[src/rtl/blit_loop_cnt_pkg.sv]
// Shared constants and types for the blitter nested loop counter.
package blit_pkg;
   localparam int BLIT_MAX_LEVELS = 4;
   localparam int BLIT_CNT_W      = 16;

   typedef logic [BLIT_CNT_W-1:0] blit_cnt_t;
endpackage

[src/rtl/blit_loop_cnt_if.sv]
// Load/step/status bundle between the register decode, blitter FSM and the loop counter.
interface blit_loop_cnt_if #(
   parameter int WIDTH  = 16,
   parameter int LEVELS = 2
);
   logic [WIDTH-1:0]        din;
   logic [LEVELS-1:0]       ld;
   logic                    step;
   logic [LEVELS*WIDTH-1:0] count;
   logic [LEVELS-1:0]       zero;
   logic [LEVELS-1:0]       wrap;
   logic                    done;

   modport master (output din, ld, step, input count, zero, wrap, done);
   modport slave  (input din, ld, step, output count, zero, wrap, done);
endinterface

[src/rtl/blit_loop_cnt_level.sv]
// One loop level: reload register plus down-counter with expire/reload handling.
module loop_cnt_level
   import blit_pkg::*;
#(
   parameter int WIDTH = BLIT_CNT_W
) (
   input  logic             clk,
   input  logic             resetl,
   input  logic [WIDTH-1:0] din,
   input  logic             ld,
   input  logic             en,
   input  logic             next_zero,
   output logic [WIDTH-1:0] count,
   output logic             zero,
   output logic             expire
);
   localparam logic [WIDTH-1:0] ONE = WIDTH'(1);

   logic [WIDTH-1:0] count_q, count_d;
   logic [WIDTH-1:0] reload_q, reload_d;

   // Expiring into a finishing outer level parks at 0 so the whole nest reads done.
   always_comb begin
      count_d  = count_q;
      reload_d = reload_q;
      if (ld) begin
         count_d  = din;
         reload_d = din;
      end else if (en) begin
         if (count_q == ONE) count_d = next_zero ? '0 : reload_q;
         else                count_d = count_q - ONE;
      end
   end

   always_ff @(posedge clk or negedge resetl) begin
      if (!resetl) begin
         count_q  <= '0;
         reload_q <= '0;
      end else begin
         count_q  <= count_d;
         reload_q <= reload_d;
      end
   end

   assign count  = count_q;
   assign zero   = (count_q == '0);
   assign expire = en && !ld && (count_q == ONE);
endmodule

[src/rtl/blit_loop_cnt.sv]
// Nested loop counter: LEVELS cascaded down-counters with single-cycle carry ripple.
module blit_loop_cnt
   import blit_pkg::*;
#(
   parameter int WIDTH  = BLIT_CNT_W,
   parameter int LEVELS = 2
) (
   input  logic          clk,
   input  logic          resetl,
   blit_loop_cnt_if.slave bus
);
   localparam logic [WIDTH-1:0] ONE = WIDTH'(1);

   logic [LEVELS-1:0][WIDTH-1:0] cnt;
   logic [LEVELS-1:0]            zero, expire, is_one, en, next_zero;
   logic [LEVELS-1:0]            wrap_q, wrap_d;
   logic                         accept;

   if (LEVELS < 1 || LEVELS > BLIT_MAX_LEVELS || WIDTH < 2 || WIDTH > BLIT_CNT_W) begin : g_bad_cfg
      $error("blit_loop_cnt: unsupported WIDTH/LEVELS");
   end

   assign accept = bus.step && !bus.done && (bus.ld == '0);

   always_comb begin
      for (int i = 0; i < LEVELS; i++) is_one[i] = (cnt[i] == ONE);
   end

   // Carry enables ripple up; "will reach zero" resolves down from the outermost level.
   always_comb begin
      en        = '0;
      next_zero = '0;
      en[0]     = accept;
      for (int i = 1; i < LEVELS; i++) en[i] = en[i-1] && is_one[i-1];
      next_zero[LEVELS-1] = 1'b1;
      for (int i = LEVELS - 2; i >= 0; i--) next_zero[i] = is_one[i+1] && next_zero[i+1];
   end

   for (genvar g = 0; g < LEVELS; g++) begin : g_lvl
      loop_cnt_level #(.WIDTH(WIDTH)) u_lvl (
         .clk       (clk),
         .resetl    (resetl),
         .din       (bus.din),
         .ld        (bus.ld[g]),
         .en        (en[g]),
         .next_zero (next_zero[g]),
         .count     (cnt[g]),
         .zero      (zero[g]),
         .expire    (expire[g])
      );
   end

   always_comb begin
      wrap_d = accept ? expire : '0;
   end

   always_ff @(posedge clk or negedge resetl) begin
      if (!resetl) wrap_q <= '0;
      else         wrap_q <= wrap_d;
   end

   assign bus.count = cnt;
   assign bus.zero  = zero;
   assign bus.wrap  = wrap_q;
   assign bus.done  = zero[LEVELS-1];
endmodule

[src/flat_wrapper.sv]
// flat-port wrapper written by rule: the top's interface ports become plain ports
module blit_loop_cnt_flat import blit_pkg::*;
#(
   parameter int WIDTH  = BLIT_CNT_W,
   parameter int LEVELS = 2
)
  (clk, resetl, bus_din, bus_ld, bus_step, bus_count, bus_zero, bus_wrap, bus_done);
  blit_loop_cnt_if #(.WIDTH(WIDTH), .LEVELS(LEVELS)) bus_i ();
  input  logic clk;
  input  logic resetl;
  input wire logic [$bits(bus_i.din)-1:0] bus_din;
  input wire logic [$bits(bus_i.ld)-1:0] bus_ld;
  input wire logic [$bits(bus_i.step)-1:0] bus_step;
  output wire logic [$bits(bus_i.count)-1:0] bus_count;
  output wire logic [$bits(bus_i.zero)-1:0] bus_zero;
  output wire logic [$bits(bus_i.wrap)-1:0] bus_wrap;
  output wire logic [$bits(bus_i.done)-1:0] bus_done;
  assign bus_i.din = bus_din;
  assign bus_i.ld = bus_ld;
  assign bus_i.step = bus_step;
  assign bus_count = bus_i.count;
  assign bus_zero = bus_i.zero;
  assign bus_wrap = bus_i.wrap;
  assign bus_done = bus_i.done;
  blit_loop_cnt #(.WIDTH(WIDTH), .LEVELS(LEVELS)) u_core (.clk(clk), .resetl(resetl), .bus(bus_i));
endmodule
[config.mk]
export PLATFORM = sky130hd
export DESIGN_NAME = blit_loop_cnt_flat
export DESIGN_NICKNAME = d
export VERILOG_FILES = /design/src/rtl/blit_loop_cnt_pkg.sv /design/src/rtl/blit_loop_cnt_if.sv /design/src/rtl/blit_loop_cnt_level.sv /design/src/rtl/blit_loop_cnt.sv /design/src/flat_wrapper.sv
export SDC_FILE = /design/constraint.sdc
export NUM_CORES = 1
export LEC_CHECK = 0
export CORE_MARGIN = 2
export CORE_UTILIZATION = 53
export DETAILED_ROUTE_END_ITERATION = 6
export PLACE_DENSITY_LB_ADDON = 0.25
export SLEW_MARGIN = 30
export SYNTH_ARGS = -nofsm -noshare
export SYNTH_HDL_FRONTEND = slang
export SYNTH_SLANG_ARGS = --single-unit
[constraint.sdc]
create_clock -name clk -period 2.5 [get_ports clk]
set_clock_uncertainty 0.05 [all_clocks]
set_input_delay 0.5 -clock clk [delete_from_list [all_inputs] [get_ports clk]]
set_output_delay 0.5 -clock clk [all_outputs]
set_load 0.02 [all_outputs]
Word level (Yosys, flattened, before mapping):

Cells that the tools add are included.

* add/sub/neg operators: 2
* multiplexer cells: 8
* reduce and logical (&&, ||, !) cells: 15
* equal/unequal tests: 2

Operators with widths (number)
* 2-to-1 mux 16 bit: 7
* == test 16 x 1 -> 1 bit (second input constant): 2
* logical NOT 16 bit: 2
* subtractor 16 x 1 -> 16 bit (second input constant): 2
* logical AND 1 bit: 7
* nonzero test 2 bit: 2
* logical NOT 1 bit: 3
* logical NOT 2 bit: 1
* 2-to-1 mux 2 bit: 1

* flip-flop bits (word level): 50

Logic depth before layout (Yosys ltp):

Gate-level depths: netlist of the first run.

* word-level depth: 8
* depth in mapped cells: 8
* depth with buffers taken out: 8

Hierarchy:

A second synthesis of the first run with hierarchy kept.

* cells, all modules: 410
* area total of the unflattened synthesis: 4045.1 µm²

Modules (own cells, without submodules)
* loop_cnt_level (u_core.g_lvl[1].u_lvl): times used 1, cells an instance 198, sequential area each 800.8 µm², area an instance 1933.1 µm²
* loop_cnt_level (u_core.g_lvl[0].u_lvl): times used 1, cells an instance 193, sequential area each 800.8 µm², area an instance 1930.6 µm²
* blit_loop_cnt: times used 1, cells an instance 19, sequential area each 50.0 µm², area an instance 181.4 µm²

Least setup slack after synthesis of the first run:

OpenSTA, ideal clock, no wires.

* kind: reg-to-output
* from: register u_core.g_lvl[0].u_lvl.count_q[13]
* to: output port bus_zero[0]
* data required time: 1950 ps
* data arrival time: 1756 ps
* stages on the path, launching flop included: 6
* setup slack: 194 ps
* cell sequence: dfrtp_1 > or4_1 > or3_1 > buf_2 > nor2_1 > buf_4

* word-level cells in the longest chain between the ends: 1

RTL lines
* start, declared: RTL line blit_loop_cnt_level.sv:19 `logic [WIDTH-1:0] count_q, count_d;`
* start signal, assigned: RTL line blit_loop_cnt_level.sv:40 `count_q <= count_d;`
* logical NOT 16 bit: RTL line blit_loop_cnt_level.sv:46 `assign zero = (count_q == '0);`
* end, declared: RTL line flat_wrapper.sv:15 `output wire logic [$bits(bus_i.zero)-1:0] bus_zero;`

Every way passes these cells.

Worst setup path after layout of the first run:

Same ends and word-level chain as after synthesis.

==> results_dict.tcl, run 1 <==
set metrics [dict create \
    endpoint "bus_zero[0]" \
    drive_gt1_share_pct 20.0 \
    grt_max_degree 44 \
    synthMuxAreaShare_pct 5.79 \
    placed_area_um2 4030 \
    post_cts.repair.setup_buffers 0 \
    hold_path_class "input port to asynchronous set/reset pin" \
    r2r-start "u_core.g_lvl[0].u_lvl.count[6]" \
    fp.coreArea_um2 5570 \
    setup.worst_path.end_class "primary output" \
    htreeDepth 2 \
    path_class "flop to primary output" \
    pwr_density_cell_nw_per_um2 504 \
    r2r-end "u_core.g_lvl[1].u_lvl.count[12]" \
    postRouteAntennaNets 0 \
    die_area_um2 6490 \
    grt_overflow 0 \
    fin_nets 454 \
    drt_first_iter_violations 252 \
    cts-buffers-inserted 5 \
    seq_area_frac_synth_pct 40.2 \
    clk_path_buf_depth 2 \
    grt_pass1_wl_mm 15.6 \
    status "completed" \
    syn_to_final_growth_pct 32.4 \
    finalHoldViolations 0 \
    drtPass1Iterations 5 \
    path_max_fanout 2 \
    fp.dieW_um 80.6 \
    hpwl_mm 7.11 \
    rows 27 \
    reg2reg_slack_ps 110 \
    vdd_drop_max_mv 0.377 \
    syn_area_per_cell_um2 9.20 \
    finalCritPeriodShare_pct 98.0 \
    tightest_slew_ps 646 \
    placed_cells 493 \
    min_period_ps 2450 \
    synth-compound-area-share_pct 21.2 \
    total_leakage_power_nw 1.64 \
    gp_congestion 0.994 \
    initial_core_util_pct 55.8 \
    setup_tns_ps 0 \
    stdcell_area_um2 4120 \
    clk_latency_ps 320 \
    ys_ff_latch 50 \
    numClockSinks 50 \
    viasPerCell 6.36 \
    fin_cells 501 \
    reg2reg_depth 6 \
    drv_slew 0 \
    vias 3187 \
    syn-cell-area_um2 3110 \
    synth_xor_area_share_pct 2.54 \
    grt_pass1_vias 3028 \
    synth-simple-area-share_pct 23.5 \
    async_flop_share_pct 100 \
    portBuffers 57 \
    dieHeight_um 80.6 \
    ys_types 55 \
    syn_inst 338 \
    synth_warnings 0 \
    io_pins 58 \
    synth_edf_count 0 \
    crit_start "u_core.g_lvl[0].u_lvl.count[13]" \
    required_ps 1950 \
    setup_viol 0 \
    grt_antenna_before_repair 0 \
    antenna_cells 0 \
    drc 0 \
    max_freq_mhz 408 \
    grtUsageTotal_pct 31.5 \
    maxSlewHeadroom_pct 57.0 \
    max_cap_violations 0 \
    synth_top_family_by_area "simple AND/OR/NAND/NOR gates" \
    cts-root-buf "clkbuf_8" \
    crit_path_start_kind "flop" \
    synth_flop_cell "dfrtp_1" \
    syn_nets 364 \
    clkTransAtPathRegs_ps 100 \
    pre_cts_ws_ps -35.9 \
    routed_wl_mm 9.62 \
    post-route-util_pct 73.8 \
    cts_tree "built" \
    routedWlPerCell_um 19.2 \
    setup_slack_ps 51.0 \
    cp_data_arrival_time_ps 1900 \
    synth-adder-area-share_pct 2.01 \
]
[per-stage QoR]
step | power [mW] | hold slack, ps
floorplan | 1.27 | 154
global placement | 1.56 | 441
detailed placement | 1.58 | 446
CTS | 2.06 | 130
global route | 2.16 | 160
finish | 2.07 | 110
[critical path, cell delays in order (launching register included)]
cell and delay, ps:
dfrtp_1 390, or4_1 530, or3_1 370, nor2_1 130, buf_2 180
[sequential cells by signal, summed over array words and instances (netlist names)]
signal / cells
u_core.bus.wrap: 2
u_core.g_lvl.u_lvl.count: 32
u_core.g_lvl.u_lvl.reload_q: 16
[how the worst min path moves through the flow]
stage	start	endpoint	slack [ps]	cells after the start
3_5_place_dp	u_core.g_lvl[0].u_lvl.reload_q[6]	u_core.g_lvl[0].u_lvl.reload_q[6]	450	1
5_1_grt	resetl	u_core.g_lvl[0].u_lvl.count[2]	160	1
6_report	resetl	u_core.g_lvl[0].u_lvl.count[2]	110	1
3_3_place_gp	u_core.g_lvl[0].u_lvl.reload_q[10]	u_core.g_lvl[0].u_lvl.reload_q[10]	440	1
4_1_cts	resetl	u_core.g_lvl[0].u_lvl.count[2]	130	1
2_1_floorplan	resetl	u_core.bus.wrap[0]	150	0
[what timing repair did]
| action | 4_1_cts | 5_1_grt |
|---|---|---|
| hold buffers | 0 | 0 |
| resized for setup | 8 | 4 |
| endpoints found under the setup margin | 3 | 7 |
| pin swaps | 0 | 0 |
| cloned | 0 | 0 |
[cell usage after synthesis, types with 2 or more instances]
cell	number	area (um^2)
dfrtp_1	50	1250
nand2_1	28	105
nor2_1	26	97.6
a21oi_1	18	90.1
mux2_2	16	180
nand4_1	13	81.3
clkbuf_1	11	41.3
inv_1	11	41.3
a31oi_1	10	62.6
nand3_1	10	50.1
o21ai_0	10	50.1
a211oi_1	9	67.6
o211ai_1	8	60.1
a221o_1	7	70.1
nor2b_1	7	43.8
a211o_1	6	52.6
buf_2	6	30.0
nand2b_1	6	37.5
nor3_1	6	30.0
nor4_1	6	37.5
ha_1	5	62.6
o31ai_1	5	37.5
or3_1	5	31.3
xor2_1	5	43.8
and3_1	4	25.0
or4_1	4	30.0
xnor2_1	4	35.0
nor4b_1	3	26.3
o41ai_1	3	26.3
a22oi_1	2	15.0
a2bb2oi_1	2	17.5
a311oi_1	2	17.5
a41oi_1	2	17.5
and2_1	2	12.5
and4_1	2	17.5
buf_4	2	15.0
nor3b_1	2	15.0
o311ai_0	2	17.5
or2_2	2	12.5
[cell families after synthesis]
| family | count (synthesis) |
|---|---|
| AOI/OAI and AO/OA | 92 |
| xor gates and xnor gates | 9 |
| adders and majority gates | 5 |
| buffers and inverters | 33 |
| DFF | 50 |
| muxes | 16 |
| and+or+nand+nor | 133 |
[cells in the final DEF (no fill, tap or decap), types with 5 or more instances in the layout]
cell and n:
a211o_1 6, a211oi_1 9, a21oi_1 18, a221o_1 7
a31oi_1 10, buf_4 45, clkbuf_8 5, clkdlybuf4s50_1 53
dfrtp_1 50, ha_1 5, inv_1 11, mux2_2 16
nand2_1 28, nand2b_1 6, nand3_1 10, nand4_1 13
nor2_1 26, nor2b_1 7, nor3_1 6, nor4_1 5
o211ai_1 8, o21ai_0 10, o31ai_1 5, or3_1 5
xor2_1 5
[cell type report]
type                       instances  area (um^2)
sequential                        50         1250
fill                             441         1460
inverter                          13         48.8
multi-input combinational        255         1720
clock buffer                       5         68.8
clock inverter                     3         25.0
tap                               72         90.1
timing repair buffer             103          908
[metal layers]
| layer | share of wire [%] | vias up | track usage (%) |
|---|---|---|---|
| li1 | - | 1464 | - |
| met1 | 43 | 1534 | 46.3 |
| met2 | 47 | 172 | 48.6 |
| met3 | 8.0 | 17 | 4.16 |
| met4 | 1.6 | 0 | 8.81 |
| met5 | 0 | - | 0 |
[power breakdown]
part	total (mW)	switching [mW]	internal (mW)
Sequential	0.966	0.0797	0.886
Clock	0.499	0.297	0.203
Combinational	0.608	0.315	0.293
Power figures use the tool's default switching activity.
==> run 2: changes to the inputs <==
--- a/config.mk
+++ b/config.mk
@@ -6,10 +6,10 @@
 export NUM_CORES = 1
 export LEC_CHECK = 0
 export CORE_MARGIN = 2
-export CORE_UTILIZATION = 53
+export CORE_UTILIZATION = 38
 export DETAILED_ROUTE_END_ITERATION = 6
 export PLACE_DENSITY_LB_ADDON = 0.25
-export SLEW_MARGIN = 30
+export SLEW_MARGIN = 25
 export SYNTH_ARGS = -nofsm -noshare
 export SYNTH_HDL_FRONTEND = slang
 export SYNTH_SLANG_ARGS = --single-unit
==> run 2 against run 1 <==
  * First-iteration DRC count increased by 16%
  * Wire length increased by 0.72%
  * Combinational power increased by 3.5%
  * Via count decreased by 1.9%
  * Critical path depth unchanged
  * Largest cell class unchanged
==> results_dict.tcl, run 2 (synthesis results as in run 1) <==
set metrics [dict create \
    vdd_drop_max_mv 0.217 \
    grt_pass1_wl_mm 15.5 \
    clk_path_buf_depth 2 \
    pwr_density_cell_nw_per_um2 520 \
    vias 3125 \
    power_frac_comb_pct 28.8 \
    fp.dieW_um 94.5 \
    pre_cts_ws_ps -45.8 \
    timing.hold.ws_ps 230 \
    initial_core_util_pct 39.8 \
    grt_pass1_vias 2944 \
    multiInputGateArea_um2 1720 \
    gp_congestion 0.967 \
    placed_cells 527 \
    syn_to_final_growth_pct 35.2 \
    r2r-start "u_core.g_lvl[1].u_lvl.count[4]" \
    r2r-end "u_core.g_lvl[1].u_lvl.count[2]" \
    routedWlPerCell_um 18.1 \
    drtPass1Iterations 5 \
    io_pins 58 \
    placed_area_um2 4090 \
    grt_overflow 0 \
    clock_power_share_pct 27.5 \
    drive_gt1_share_pct 20.8 \
    clkTransAtPathRegs_ps 100 \
    grtUsageTotal_pct 22.7 \
    tightest_slew_ps 657 \
    reg2reg_slack_ps 120 \
    htreeDepth 2 \
    setup_slack_ps 78.8 \
    reg2reg_depth 6 \
    max_freq_mhz 413 \
    p_int_mw 1.49 \
    clk_latency_ps 320 \
    max_cap_violations 0 \
    required_ps 1950 \
    grt_antenna_before_repair 0 \
    drv_slew 0 \
    stdcell_area_um2 4200 \
    cp_data_arrival_time_ps 1870 \
    grt_max_degree 51 \
    rsz0062_at_grt "false" \
    cts-buffers-inserted 5 \
    numClockSinks 50 \
    setup_viol 0 \
    portBuffers 57 \
    routed_wl_mm 9.69 \
    ctsHoldBuffers 0 \
    drt_first_iter_violations 293 \
    cts-root-buf "clkbuf_8" \
    total_leakage_power_nw 1.68 \
    post-route-util_pct 53.8 \
    crit_path_start_kind "flop" \
    min_period_ps 2420 \
    path_class "flop to primary output" \
    swShare_pct 31.7 \
    finalHoldViolations 0 \
    cts_tree "built" \
    status "completed" \
    rows 32 \
    die_area_um2 8920 \
    hpwl_mm 7.23 \
    regArea_um2 1250 \
    path_max_fanout 2 \
    drc 0 \
    largest_reg_flops 32 \
    maxSlewHeadroom_pct 56.2 \
    postRouteAntennaNets 0 \
    fin_cells 535 \
    hold_path_class "input port to asynchronous set/reset pin" \
    fillerInstances 758 \
    finalCritPeriodShare_pct 96.8 \
    p_switching_mw 0.692 \
    final_common_cell "clkdlybuf4s50_1" \
    setup.worst_path.end_class "primary output" \
    fin_nets 458 \
    mostFrequentLayoutCells "53 x clkdlybuf4s50_1, 50 x buf_4, 50 x dfrtp_1, 28 x nand2_1, 26 x nor2_1" \
    viasPerCell 5.84 \
    antenna_cells 0 \
    p_seq_share_pct 43.7 \
    dieHeight_um 94.5 \
    fp.coreArea_um2 7810 \
]
-- run 2: cell types whose count changed in the layout (fill, tap and decap cells not counted) --
cell,change
nor4b_2,-1
nor3b_2,+2
clkinvlp_4,-1
clkinv_4,-1
nor4b_1,+1
buf_2,-1
bufinv_16,+1
nor4_2,-1
nor3b_1,-2
nor4_1,+1
clkinv_2,+1
buf_4,+5
-- run 2: worst max-delay path: stages (launching register included) --
cell	delay, ps
dfrtp_1	380
or4_1	550
or3_1	350
nor2_1	120
buf_4	160
-- run 2: layout make-up --
class | instances | share of cell area (%)
Clock inverter | 3 | 1.04
Inverter | 13 | 1.16
Multi-Input combinational cell | 255 | 41.0
Clock buffer | 5 | 1.64
Tap cell | 102 | 3.04
Sequential cell | 50 | 29.8
Timing Repair Buffer | 107 | 22.4
-- run 2: worst max path at each step --
stage	depth (start not counted)	slack [ps]	to	startpoint
after global routing	4	10	bus_zero[0]	u_core.g_lvl[0].u_lvl.count[13]
after CTS	6	30	bus_done	u_core.g_lvl[1].u_lvl.count[1]
after floorplan	5	190	bus_zero[0]	u_core.g_lvl[0].u_lvl.count[13]
after global placement	4	-30	bus_zero[0]	u_core.g_lvl[0].u_lvl.count[13]
after detailed placement	4	-50	bus_zero[0]	u_core.g_lvl[0].u_lvl.count[13]
final	4	80	bus_zero[0]	u_core.g_lvl[0].u_lvl.count[13]
-- run 2: metrics by stage --
step,setup TNS [ps],total power [mW]
after floorplan,0,1.27
final,0,2.19
after global placement,-34.8,1.58
after global routing,0,2.29
after CTS,0,2.20
after detailed placement,-45.8,1.60
-- run 2: what timing repair did --
action / in CTS / in global routing
pin swaps: 0 / 1
gates resized for setup: 6 / 7
setup endpoints to repair: 3 / 4
buffers inserted: 0 / 0
-- run 2: power by group through the flow --
stage	logic [mW]	registers [mW]	clock network (mW)
2_1_floorplan	0.225	1.05	0
3_3_place_gp	0.617	0.968	0
3_5_place_dp	0.626	0.971	0
4_1_cts	0.628	0.955	0.621
5_1_grt	0.679	0.967	0.647
6_report	0.629	0.955	0.602
-- run 2: routing by layer --
| layer | track usage [%] | up-vias | share of wire, % |
|---|---|---|---|
| li1 | - | 1472 | - |
| met1 | 31.8 | 1533 | 46 |
| met2 | 36.0 | 106 | 47 |
| met3 | 3.91 | 14 | 5.7 |
| met4 | 6.76 | 0 | 1.8 |
| met5 | 0 | - | 0 |
==> run 3: changes to the inputs <==
--- a/config.mk
+++ b/config.mk
@@ -9,6 +9,7 @@
 export CORE_UTILIZATION = 38
 export DETAILED_ROUTE_END_ITERATION = 6
 export PLACE_DENSITY_LB_ADDON = 0.25
+export RECOVER_POWER = 100
 export SLEW_MARGIN = 25
 export SYNTH_ARGS = -nofsm -noshare
 export SYNTH_HDL_FRONTEND = slang
==> run 3 against run 2 <==
  * Global-route usage unchanged
  * Largest cell class unchanged
  * Sequential cell count unchanged
  * Worst setup slack gained 16 ps
==> results_dict.tcl, run 3 (synthesis results as in run 1) <==
set metrics [dict create \
    viasPerCell 5.84 \
    grt_overflow 0 \
    clkTransAtPathRegs_ps 100 \
    total_power_mw 2.16 \
    crit_path_start_kind "flop" \
    drtPass1Iterations 4 \
    status "completed" \
    min_path_cells 1 \
    finalHoldViolations 0 \
    largest_reg_flops 32 \
    fp.dieW_um 94.5 \
    drive_gt1_share_pct 20.3 \
    vias 3127 \
    vdd_drop_max_mv 0.213 \
    path_max_fanout 2 \
    portBuffers 57 \
    drt_first_iter_violations 238 \
    ctsHoldBuffers 0 \
    gp_congestion 0.967 \
    postRouteAntennaNets 0 \
    clk_latency_ps 310 \
    fin_nets 458 \
    pwr_density_cell_nw_per_um2 516 \
    setup_slack_ps 94.4 \
    tightest_slew_ps 1270 \
    grt_antenna_before_repair 0 \
    crit_chain "or4_1 -> or3_1 -> nor2_1 -> buf_4" \
    routed_wl_mm 9.74 \
    cts-root-buf "clkbuf_8" \
    path_class "flop to primary output" \
    min_period_ps 2410 \
    clk_path_buf_depth 2 \
    syn_to_final_growth_pct 34.6 \
    drc 0 \
    grt_max_degree 51 \
    numClockSinks 50 \
    grt_pass1_wl_mm 15.5 \
    total_leakage_power_nw 1.68 \
    routedWlPerCell_um 18.2 \
    cp_data_arrival_time_ps 1860 \
    finalCritPeriodShare_pct 96.2 \
    setup_viol 0 \
    rsz0062_at_grt "false" \
    htreeDepth 2 \
    max_cap_violations 0 \
    fin_cells 535 \
    mostFrequentLayoutCells "50 x dfrtp_1, 44 x buf_4, 35 x dlygate4sd3_1, 28 x nand2_1, 26 x nor2_1" \
    maxSlewHeadroom_pct 15.2 \
    crit_family "simple AND/OR/NAND/NOR gates" \
    grt_pass1_vias 2944 \
    critPathBufInv 1 \
    placed_cells 527 \
    grtUsageTotal_pct 22.7 \
    initial_core_util_pct 39.8 \
    post_cts.repair.setup_buffers 0 \
    die_area_um2 8920 \
    reg2reg_depth 6 \
    critical_path.max_stage_delay_ps 540 \
    setup_tns_ps 0 \
    max_freq_mhz 416 \
    drv_slew 0 \
    antenna_cells 0 \
    io_pins 58 \
    hpwl_mm 7.23 \
    required_ps 1950 \
    pre_cts_ws_ps -45.8 \
    cp.depth 4 \
    setup.worst_path.end_class "primary output" \
    final_common_cell "dfrtp_1" \
    cts_tree "built" \
    dieHeight_um 94.5 \
    rows 32 \
    hold_path_class "flop to flop" \
    cp_slowest_cell "or4_1" \
    fp.coreArea_um2 7810 \
    cts-buffers-inserted 5 \
]
## run 3: where the power goes
group	internal, mW	switching, mW
combinational	0.285	0.320
clock	0.301	0.298
sequential	0.886	0.0688
## run 3: worst paths after layout
| check | endpoint | slack [ps] | from |
|---|---|---|---|
| setup reg to reg | u_core.g_lvl[1].u_lvl.count[2] | 130 | u_core.g_lvl[1].u_lvl.count[4] |
| setup / recovery | bus_zero[0] | 90 | u_core.g_lvl[0].u_lvl.count[13] |
| max in group asynchronous | u_core.g_lvl[0].u_lvl.count[9] | 1150 | resetl |
| min in group asynchronous | u_core.g_lvl[1].u_lvl.count[11] | 480 | resetl |
| hold reg to reg | u_core.g_lvl[0].u_lvl.reload_q[5] | 470 | u_core.g_lvl[0].u_lvl.reload_q[5] |
| hold / removal | u_core.g_lvl[0].u_lvl.reload_q[5] | 470 | u_core.g_lvl[0].u_lvl.reload_q[5] |
## run 3: final cells by class
class | count | area (um^2)
clock buffer | 5 | 68.8
multi-input combinational | 255 | 1720
timing repair buffer | 107 | 927
sequential | 50 | 1250
tap | 102 | 128
fill | 764 | 3620
clock inverter | 3 | 43.8
inverter | 13 | 48.8
## run 3: metal layers
layer | part of all wire [%] | vias to the layer above | GRT usage, %
li1 | - | 1470 | -
met1 | 46 | 1547 | 31.8
met2 | 46 | 93 | 36.0
met3 | 5.3 | 17 | 3.91
met4 | 2.0 | 0 | 6.76
met5 | 0 | - | 0
## run 3: what timing repair did
action                                  in CTS  in global routing
endpoints found under the setup margin       3                  4
hold endpoints to repair                     0                  0
gates resized for setup                      6                  7
pin swaps                                    0                  1
## run 3: through the flow
step	util [%]	instance area, um^2	hold WS, ps
floorplan	-	3110	154
global placement	52.4	4090	440
detailed placement	52.4	4090	450
CTS	53.8	4200	267
global route	53.6	4190	486
finish	53.6	4190	472
